## src/rtl/l1a_scheduler.sv

```systemverilog
// l1a_scheduler
//   Chooses the active L1A source (external fast command or on-chip generator),
//   applies the trigger rules (minimum spacing, max count per sliding window),
//   blocks L1As while the L1 buffer is under back-pressure and keeps the 8-bit
//   L1A counter that goes into frame headers.
//   All state changes on the falling edge of clk; reset is asynchronous, active-low.
//
//   Optional feature: define L1A_SCHED_DROP_STATS_EN to build the 16-bit
//   saturating rejected-L1A counter on dropCount. Without it dropCount is 0.
//
// Ports
//   clk            40 MHz clock (state updates on negedge)
//   reset          asynchronous active-low reset
//   dis            channel disable, forces DISABLED and clears trigger-rule state
//   onChipL1AConf  bit1=1 selects emuL1A, otherwise inL1A
//   inL1A          external L1A request
//   emuL1A         on-chip generator L1A request
//   L1A_Rst        synchronous clear of l1aCount (and dropCount)
//   bufFull        L1 buffer full
//   bufHalfFull    L1 buffer half-full (release threshold of the throttle)
//   l1aOut         accepted L1A, registered single-cycle pulse
//   l1aCount       accepted L1A count, wraps at 256
//   throttled      high while back-pressure holds the scheduler in BUSY
//   dropCount      rejected L1A count (optional feature)
module l1a_scheduler #(
  parameter int WINDOW = 16,
  parameter int MAXN   = 4,
  parameter int MINGAP = 2
) (
  input  logic        clk,
  input  logic        reset,
  input  logic        dis,
  input  logic [1:0]  onChipL1AConf,
  input  logic        inL1A,
  input  logic        emuL1A,
  input  logic        L1A_Rst,
  input  logic        bufFull,
  input  logic        bufHalfFull,
  output logic        l1aOut,
  output logic [7:0]  l1aCount,
  output logic        throttled,
  output logic [15:0] dropCount
);

  localparam int WC_W  = $clog2(WINDOW + 1);
  localparam int GAP_W = (MINGAP > 1) ? $clog2(MINGAP) : 1;
  localparam logic [GAP_W-1:0] GAP_LOAD = GAP_W'(MINGAP - 1);
  localparam logic [WC_W-1:0]  WC_MAX   = WC_W'(MAXN);

  typedef enum logic [1:0] {DISABLED, RUN, BUSY} state_t;

  state_t            state_q, state_d;
  // History of accepts from the previous WINDOW-1 cycles; together with the
  // current cycle this spans exactly WINDOW cycles.
  logic [WINDOW-2:0] hist, hist_d;
  logic [WC_W-1:0]   win_cnt;
  logic [GAP_W-1:0]  gap_cnt;
  logic              req_p0, acc_p0, expire_p0;

  // Stage p0: source select and accept decision, all combinational
  always_comb begin
    req_p0    = onChipL1AConf[1] ? emuL1A : inL1A;
    acc_p0    = req_p0 && (state_q == RUN) && !bufFull &&
                (gap_cnt == '0) && (win_cnt < WC_MAX);
    expire_p0 = hist[WINDOW-2];
    hist_d    = hist << 1;
    hist_d[0] = acc_p0;
  end

  always_comb begin
    state_d = state_q;
    if (dis) begin
      state_d = DISABLED;
    end else begin
      case (state_q)
        DISABLED: state_d = RUN;
        RUN:      if (bufFull) state_d = BUSY;
        BUSY:     if (!bufFull && !bufHalfFull) state_d = RUN;
        default:  state_d = DISABLED;
      endcase
    end
  end

  assign throttled = (state_q == BUSY);

  // Stage p1: registered accept, counters and trigger-rule state
  always_ff @(negedge clk or negedge reset) begin
    if (!reset) begin
      state_q  <= DISABLED;
      l1aOut   <= 1'b0;
      l1aCount <= 8'd0;
      hist     <= '0;
      win_cnt  <= '0;
      gap_cnt  <= '0;
    end else begin
      state_q <= state_d;
      l1aOut  <= acc_p0;
      // Counter clear wins over a coincident accept; the L1A itself still goes out.
      if (L1A_Rst) l1aCount <= 8'd0;
      else if (acc_p0) l1aCount <= l1aCount + 8'd1;
      if (dis) begin
        hist    <= '0;
        win_cnt <= '0;
        gap_cnt <= '0;
      end else begin
        hist    <= hist_d;
        win_cnt <= win_cnt + WC_W'(acc_p0) - WC_W'(expire_p0);
        if (acc_p0) gap_cnt <= GAP_LOAD;
        else if (gap_cnt != '0) gap_cnt <= gap_cnt - GAP_W'(1);
      end
    end
  end

`ifdef L1A_SCHED_DROP_STATS_EN
  logic [15:0] drop_q;
  logic        drop_p0;

  // Requests while DISABLED are ignored rather than counted as drops.
  assign drop_p0 = req_p0 && !acc_p0 && (state_q != DISABLED);

  always_ff @(negedge clk or negedge reset) begin
    if (!reset) begin
      drop_q <= 16'd0;
    end else if (L1A_Rst) begin
      drop_q <= 16'd0;
    end else if (drop_p0 && (drop_q != 16'hFFFF)) begin
      drop_q <= drop_q + 16'd1;
    end
  end

  assign dropCount = drop_q;
`else
  assign dropCount = 16'd0;
`endif

endmodule

```

## config.mk

```make
export PLATFORM = sky130hd
export DESIGN_NAME = l1a_scheduler
export DESIGN_NICKNAME = d
export VERILOG_FILES = /design/src/rtl/l1a_scheduler.sv
export SDC_FILE = /design/constraint.sdc
export NUM_CORES = 1
export LEC_CHECK = 0
export BUFFER_PORTS_ARGS = -buffer_cell sky130_fd_sc_hd__buf_2
export CELL_PAD_IN_SITES_DETAIL_PLACEMENT = 1
export CELL_PAD_IN_SITES_GLOBAL_PLACEMENT = 2
export CORE_UTILIZATION = 25
export CTS_CLUSTER_SIZE = 40
export DETAILED_ROUTE_END_ITERATION = 16
export GPL_ROUTABILITY_DRIVEN = 0
export HOLD_SLACK_MARGIN = 0.05
export PLACE_DENSITY_LB_ADDON = 0.2
export SLEW_MARGIN = 10
export SYNTH_ARGS = -nofsm -noshare
export SYNTH_HDL_FRONTEND = slang
export SYNTH_SLANG_ARGS = --single-unit
```

## constraint.sdc

```tcl
create_clock -name clk -period 8.2 [get_ports clk]
set_input_delay 1.64 -clock clk [delete_from_list [all_inputs] [get_ports clk]]
set_output_delay 1.64 -clock clk [all_outputs]
set_load 0.1 [all_outputs]
```

==> results.json, run 1 <==
{
  "synth_top_family_by_area": "simple AND/OR/NAND/NOR gates",
  "clock-skew-final_ns": 0.00367,
  "multi_input_area_um2": 582,
  "slew_viol_final": 0,
  "synth_top_area_cell": "dfrtn_1",
  "die_area_mm2": 0.00624,
  "top_usage_layer": "met2",
  "synth-edff-count": 0,
  "grt_first_pass_wirelength_um": 4440,
  "areaGrowthSynthToFinish_pct": 14.8,
  "synthAdderAreaFrac": 0.0726,
  "via_per_inst": 4.10,
  "start_util": 0.264,
  "placementRows": 27,
  "drive_above_1_share": 0.188,
  "synth_cells": 138,
  "end_kind": "flip-flop",
  "synth-seq-cells": 31,
  "regArea_um2": 776,
  "fillCellCount": 659,
  "fin_ws_ns": 0.417,
  "grt_overflow_total": 0,
  "route.detailed.drc": 0,
  "crit_required_ns": 4.22,
  "whs_ns": 0.407,
  "hp-start": "hist[12]$_DFF_NN0_",
  "port-buffer-count": 18,
  "rsz0062_at_grt": "false",
  "hold_class": "reg2reg",
  "rrSetupSlack_ns": 5.51,
  "finalHoldViolCount": 0,
  "relSlewSlack": 0.542,
  "ys_warn_count": 0,
  "use_met3": 0.0345,
  "p_per_area_mw_per_mm2": 220,
  "hold_buffers": 0,
  "clock-sinks": 31,
  "clk_latency_ns": 0.29,
  "globalRouteMet1Util": 0.115,
  "drt-wirelength-per-cell_um": 11.5,
  "cp.arrival_ns": 3.80,
  "ios": 36,
  "grt_use_total": 0.0971,
  "post_cts_resized": 0,
  "tns_ns": 0,
  "status": "complete, no violations",
  "final_nets": 177,
  "final_cell_area_mm2": 0.00170,
  "dr.pass1.iters": 4,
  "cts_tree": "done",
  "core_mm2": 0.00561,
  "instances_no_fill": 232,
  "synth.top_cell.area_share": 0.524,
  "numCtsBuffers": 5,
  "grt_pass1_vias": 967,
  "post_cts_buffers": 0,
  "postPlaceCellArea_mm2": 0.00158,
  "synth_ff_type": "dfrtn_1",
  "synth_compound_area_frac": 0.0549,
  "leakage_nw": 0.840,
  "diodes": 0,
  "worst_slew_pin_slew_ns": 0.686,
  "syn-cell-area_mm2": 0.00148,
  "dp.cells": 224,
  "synth_xor_xnor_area_share": 0.0296,
  "syn_avg_cell_area_um2": 10.7,
  "dieWidth_um": 79.0,
  "drv_cap": 0,
  "vias": 951,
  "drt-initial-drc-count": 27,
  "synthSimpleGateAreaFrac": 0.182,
  "pre_cts_ws_ns": 0.105,
  "ys_top_cells_by_area": "dfrtn_1, buf_4, nor2b_1",
  "vdd_drop_max_mv": 0.0647,
  "cp-startpoint": "bufFull",
  "crit_type": "in2reg",
  "critPathLaunchType": "input pin",
  "muxShareOfSynthArea": 0.0135,
  "die_h_um": 79.0,
  "clkTransAtPathRegs_ns": 0.05,
  "grt_max_degree": 32,
  "path_max_fanout": 5,
  "setup_viol": 0,
  "cts_root_buf": "clkbuf_8",
  "wirelength_um": 2660,
  "crit-reg2reg-launch": "win_cnt[3]$_DFF_NN0_",
  "htree_levels": 2,
  "grt_use_met2": 0.153,
  "yosysSeqAreaShare": 0.524,
  "place_hpwl_um": 1890,
  "antenna_found_initial": 0,
  "synth.distinct_cells": 31,
  "cts_buffer_depth": 2,
  "drt.antenna.violating_nets": 0,
  "synthArstFlopShare": 1.00
}
-- cell usage in the layout (no fill, tap or decap), types with 6 or more instances in the layout --
cell type and count:
dfrtn_1 31, buf_2 18, nor2b_1 17, conb_1 16, nor2_1 11, inv_1 10, ha_1 7, a21oi_1 6
clkbuf_8 6
-- path summary, 6_finish.rpt --
check | endpoint | cells after the start
min | hist[13]$_DFF_NN0_ | 1
min reg2reg | hist[13]$_DFF_NN0_ | 1
min in group asynchronous | state_q[1]$_DFFE_NN0P_ | 1
max | win_cnt[4]$_DFF_NN0_ | 12
max reg2reg | win_cnt[4]$_DFF_NN0_ | 13
max in group asynchronous | hist[5]$_DFF_NN0_ | 1
-- cells in the mapped netlist, types with 3 or more instances --
cell type / n
dfrtn_1: 31
nor2b_1: 17
buf_4: 16
nor2_1: 11
inv_1: 10
ha_1: 7
a21oi_1: 6
nand2_1: 3
nand3_1: 3
nor4_1: 3
o21ai_0: 3
xnor2_1: 3
-- report_power, final --
group	switching [mW]	total [mW]	internal, mW
combinational	0.0517	0.0601	0.00840
clock	0.0571	0.155	0.0982
sequential	0.00208	0.159	0.157
-- sequential cells by signal, indices dropped and copies added (netlist names) --
name,flops
win_cnt,5
l1aOut,1
l1aCount,8
hist,15
state_q,2
-- cell families (layout without fill, tap and decap cells) --
family / Yosys count / in the layout
and+or+nand+nor: 47 / 47
DFF: 31 / 31
buffers and inverters: 30 / 37
AOI/OAI and AO/OA: 14 / 14
adders and majority gates: 8 / 8
xor gates and xnor gates: 5 / 5
muxes: 2 / 2
other: 1 / 16
-- final cells by class --
| type | instances | share of cell area |
|---|---|---|
| Sequential cell | 31 | 0.456 |
| Multi-Input combinational cell | 92 | 0.342 |
| Inverter | 10 | 0.0221 |
| Timing Repair Buffer | 19 | 0.0574 |
| Clock inverter | 2 | 0.0206 |
| Clock buffer | 6 | 0.0486 |
| Tap cell | 72 | 0.0530 |
-- routing by layer --
layer,vias to the layer above,routed length (µm)
li1,454,-
met1,460,1170
met2,32,1280
met3,5,135
met4,0,67
met5,-,0
-- worst max-delay path, cell delays in order --
cell and delay (ns):
buf_2 0.11, or2_4 0.25, or3_4 0.40, ha_1 0.28, inv_1 0.06, ha_1 0.16, inv_1 0.06, fa_1 0.37
nor2b_1 0.17, o21a_1 0.15, or3_1 0.11, a21oi_1 0.06
-- through the flow --
step                      utilization  power, mW
after CTS                       0.303      0.381
after global placement          0.282      0.221
after detailed placement        0.282      0.223
after floorplan                     -      0.219
after global routing            0.303      0.392
final                           0.303      0.375
Power figures use the tool's default switching activity.
==> run 2: changes to the inputs <==
- CELL_PAD_IN_SITES_DETAIL_PLACEMENT: 1 -> not set
- CELL_PAD_IN_SITES_GLOBAL_PLACEMENT: 2 -> not set
==> run 2 against run 1 <==
Worst hold slack got worse by 0.0017 ns. Utilization decreased by 0.80 points. Wire length decreased by 8.4%. Combinational power about the same. Sequential cell count unchanged. Critical endpoint unchanged. Largest cell class unchanged. Highest routed layer unchanged.
==> results.json, run 2 (synthesis gave the netlist of run 1 again) <==
{
  "status": "complete, no violations",
  "cts_tree": "done",
  "drt-wirelength-per-cell_um": 10.6,
  "via_per_inst": 4.08,
  "largest_reg_flops": 15,
  "p_per_area_mw_per_mm2": 196,
  "final_cell_area_mm2": 0.00166,
  "dr.pass1.iters": 3,
  "numCtsBuffers": 5,
  "end_kind": "flip-flop",
  "rsz0062_at_grt": "false",
  "drive_above_1_share": 0.171,
  "clock-skew-final_ns": 0.00550,
  "final_common_cell": "dfrtn_1",
  "grt_overflow_total": 0,
  "worst_slew_pin_slew_ns": 0.699,
  "vias": 939,
  "final_nets": 177,
  "reg_top3": "hist (15), l1aCount (8), win_cnt (5)",
  "setup_viol": 0,
  "drt-initial-drc-count": 38,
  "layout_common_cells": "dfrtn_1, buf_2, nor2b_1",
  "core_mm2": 0.00561,
  "areaGrowthSynthToFinish_pct": 11.7,
  "place_hpwl_um": 1690,
  "final_core_util": 0.295,
  "placementRows": 27,
  "grt_max_degree": 32,
  "drt.antenna.violating_nets": 0,
  "post_cts_resized": 0,
  "critPathLaunchType": "input pin",
  "leakage_nw": 0.816,
  "path_max_fanout": 5,
  "clock-sinks": 31,
  "die_area_mm2": 0.00624,
  "cts_root_buf": "clkbuf_8",
  "htree_levels": 2,
  "postPlaceCellArea_mm2": 0.00158,
  "clk_latency_ns": 0.28,
  "grt_first_pass_wirelength_um": 4260,
  "grt_use_total": 0.0890,
  "ios": 36,
  "drv_cap": 0,
  "vdd_drop_max_mv": 0.0744,
  "regMostFlops": "hist",
  "diodes": 0,
  "hold_class": "reg2reg",
  "port-buffer-count": 18,
  "tns_ns": 0,
  "die_h_um": 79.0,
  "crit_required_ns": 4.21,
  "wirelength_um": 2440,
  "cp.arrival_ns": 3.77,
  "relSlewSlack": 0.534,
  "start_util": 0.264,
  "route.detailed.drc": 0,
  "antenna_found_initial": 0,
  "post_cts_buffers": 0,
  "hold_buffers": 0,
  "dieWidth_um": 79.0,
  "cts_buffer_depth": 2,
  "grt_pass1_vias": 926,
  "crit_type": "in2reg",
  "slew_viol_final": 0,
  "fillCellCount": 601,
  "finalHoldViolCount": 0,
  "clkTransAtPathRegs_ns": 0.04
}
[run 2: cell count changes in the layout (fill, tap and decap cells not counted)]
cell,delta
bufinv_16,-1
clkinv_2,-1
clkbuf_8,-1
clkbuf_1,+1
[run 2: final cells by class]
cell class / count / area [µm²] / share of cell area
clock buffers: 6 / 72.6 / 0.0438
inverters: 10 / 37.5 / 0.0227
multi-input cells: 92 / 582 / 0.351
flip-flops and latches: 31 / 776 / 0.469
well taps: 72 / 90.1 / 0.0544
repair buffers: 19 / 97.6 / 0.0590
[run 2: stage by stage]
step	std cells	worst slack (ns)	hold slack, ns	total power [mW]
2_1_floorplan	153	0.267	0.399	0.219
3_3_place_gp	224	0.172	0.407	0.221
3_5_place_dp	224	0.150	0.408	0.222
4_1_cts	230	0.430	0.408	0.330
5_1_grt	230	0.322	0.441	0.344
6_report	230	0.437	0.406	0.325
[run 2: per-layer routing]
metal	global-route usage	vias to the layer above	share of wire
li1	-	454	-
met1	0.112	455	0.47
met2	0.138	28	0.46
met3	0.0379	2	0.062
met4	0.0273	0	0.0025
met5	0	-	0
[run 2: path summary, 6_finish.rpt]
path	from	end	slack [ns]	cells after the start
worst max-delay path	bufFull	win_cnt[4]$_DFF_NN0_	0.44	12
worst min-delay path	hist[13]$_DFF_NN0_	hist[14]$_DFF_NN0_	0.41	1
worst max register to register	win_cnt[3]$_DFF_NN0_	win_cnt[4]$_DFF_NN0_	5.56	13
worst min register to register	hist[13]$_DFF_NN0_	hist[14]$_DFF_NN0_	0.41	1
max in group asynchronous	reset	hist[3]$_DFF_NN0_	2.33	1
min in group asynchronous	reset	hist[9]$_DFF_NN0_	5.39	1
[run 2: critical path: stages]
cell	delay, ns
buf_2	0.11
or2_4	0.25
or3_4	0.40
ha_1	0.28
inv_1	0.06
ha_1	0.15
inv_1	0.05
fa_1	0.38
nor2b_1	0.16
o21a_1	0.14
or3_1	0.10
a21oi_1	0.06
[run 2: report_power, final]
part / internal (mW) / leakage (nW) / total (mW) / switching, mW
Sequential: 0.157 / 0.430 / 0.159 / 0.00209
Clock: 0.0564 / 0.0371 / 0.106 / 0.0494
Combinational: 0.00835 / 0.349 / 0.0600 / 0.0517
==> run 3: changes to the inputs <==
- clock period: 8.2 -> 6.42 ns (I/O delays scaled with it)
==> run 3 against run 2 <==
Global-route usage increased by 0.25 points. Count of clock-buffer cells in the layout is the same. Utilization rose by 1.2 points. Worst hold slack gained 0.0018 ns. Power grew 34%. Sequential power rose by 28%. First-iteration DRC count grew 32%. Clock power up 43%. Wire length down 0.94%. Via count grew 1.5%. Non-clock buffer count grew 3.
==> results.json, run 3 (synthesis gave the netlist of run 1 again) <==
{
  "status": "complete, no violations",
  "grt_first_pass_wirelength_um": 4310,
  "clkTransAtPathRegs_ns": 0.05,
  "clk_latency_ns": 0.29,
  "rsz0062_at_grt": "false",
  "core_mm2": 0.00561,
  "die_h_um": 79.0,
  "dp.cells": 227,
  "via_per_inst": 4.07,
  "drt.antenna.violating_nets": 0,
  "cp.arrival_ns": 3.21,
  "tns_ns": 0,
  "end_kind": "flip-flop",
  "finalHoldViolCount": 0,
  "whs_ns": 0.407,
  "p_per_area_mw_per_mm2": 252,
  "cts_tree": "done",
  "instances_no_fill": 234,
  "relSlewSlack": 0.536,
  "slew_viol_final": 0,
  "clock-sinks": 31,
  "clock-skew-final_ns": 0.00866,
  "path_max_fanout": 2,
  "final_nets": 180,
  "post_cts_resized": 0,
  "drt-initial-drc-count": 50,
  "crit_required_ns": 3.32,
  "grt_max_degree": 32,
  "regMostFlops": "hist",
  "largest_reg_flops": 15,
  "numCtsBuffers": 5,
  "critPathLaunchType": "input pin",
  "cts_root_buf": "clkbuf_8",
  "areaGrowthSynthToFinish_pct": 16.3,
  "vias": 953,
  "htree_levels": 2,
  "grt_pass1_vias": 976,
  "setup_viol": 0,
  "start_util": 0.264,
  "placementRows": 27,
  "drv_cap": 0,
  "pre_cts_ws_ns": -0.209,
  "fin_ws_ns": 0.110,
  "wirelength_um": 2420,
  "vdd_drop_max_mv": 0.113,
  "dr.pass1.iters": 4,
  "grt_use_total": 0.0915,
  "diodes": 0,
  "die_area_mm2": 0.00624,
  "drt-wirelength-per-cell_um": 10.3,
  "route.detailed.drc": 0,
  "post_cts_buffers": 0,
  "reg_top3": "hist (15), l1aCount (8), win_cnt (5)",
  "fillCellCount": 597,
  "drive_above_1_share": 0.235,
  "dieWidth_um": 79.0,
  "antenna_found_initial": 0,
  "crit_type": "in2reg",
  "worst_slew_pin_slew_ns": 0.697,
  "final_common_cell": "dfrtn_1",
  "hold_buffers": 0,
  "layout_common_cells": "dfrtn_1, buf_2, nor2b_1, conb_1, nor2_1",
  "leakage_nw": 0.837,
  "cts_buffer_depth": 2,
  "ios": 36,
  "port-buffer-count": 18,
  "hold_class": "reg2reg",
  "place_hpwl_um": 1670,
  "grt_overflow_total": 0
}
## run 3: layout make-up
class | count | area, µm² | share of cell area
Clock buffer | 6 | 82.6 | 0.0479
Clock inverter | 1 | 5.00 | 0.00290
Inverter | 10 | 37.5 | 0.0218
Multi-Input combinational cell | 92 | 612 | 0.355
Sequential cell | 31 | 776 | 0.450
Tap cell | 72 | 90.1 | 0.0523
Timing Repair Buffer | 22 | 120 | 0.0697
## run 3: stage by stage
step                       util  instance area, µm²  total power [mW]
after CTS                 0.307                1720             0.443
after global routing      0.307                1720             0.458
after global placement    0.291                1630             0.286
after floorplan               -                1570             0.281
final                     0.307                1720             0.434
after detailed placement  0.291                1630             0.287
## run 3: final timing paths
| path | cells past startpoint | slack (ns) | to | start |
|---|---|---|---|---|
| min reg2reg | 1 | 0.41 | hist[3]$_DFF_NN0_ | hist[2]$_DFF_NN0_ |
| max in group asynchronous | 1 | 1.80 | state_q[1]$_DFFE_NN0P_ | reset |
| max reg2reg | 13 | 3.84 | win_cnt[4]$_DFF_NN0_ | win_cnt[3]$_DFF_NN0_ |
| min | 1 | 0.41 | hist[3]$_DFF_NN0_ | hist[2]$_DFF_NN0_ |
| max | 12 | 0.11 | win_cnt[4]$_DFF_NN0_ | bufFull |
| min in group asynchronous | 1 | 4.14 | hist[4]$_DFF_NN0_ | reset |
## run 3: critical path, cell delays in order
cell and delay, ns:
buf_2 0.11, or2_4 0.24, or3_4 0.36, ha_4 0.22, inv_2 0.05, ha_4 0.12
inv_2 0.04, fa_2 0.35, nor2b_2 0.13, o21a_1 0.14, or3_1 0.10, a21oi_1 0.05
## run 3: routing by layer
| metal | up-vias | track usage | share of wire |
|---|---|---|---|
| met1 | 463 | 0.105 | 0.47 |
| met4 | 0 | 0.0418 | 0.0095 |
| met2 | 26 | 0.140 | 0.47 |
| li1 | 462 | - | - |
| met3 | 2 | 0.0483 | 0.051 |
| met5 | - | 0 | 0 |
## run 3: where the power goes
group | leakage, nW | total (mW) | internal [mW] | switching (mW)
Clock | 0.0470 | 0.152 | 0.0839 | 0.0676
Combinational | 0.361 | 0.0792 | 0.0128 | 0.0664
Sequential | 0.430 | 0.204 | 0.201 | 0.00285
Total | 0.837 | 0.434 | 0.298 | 0.137
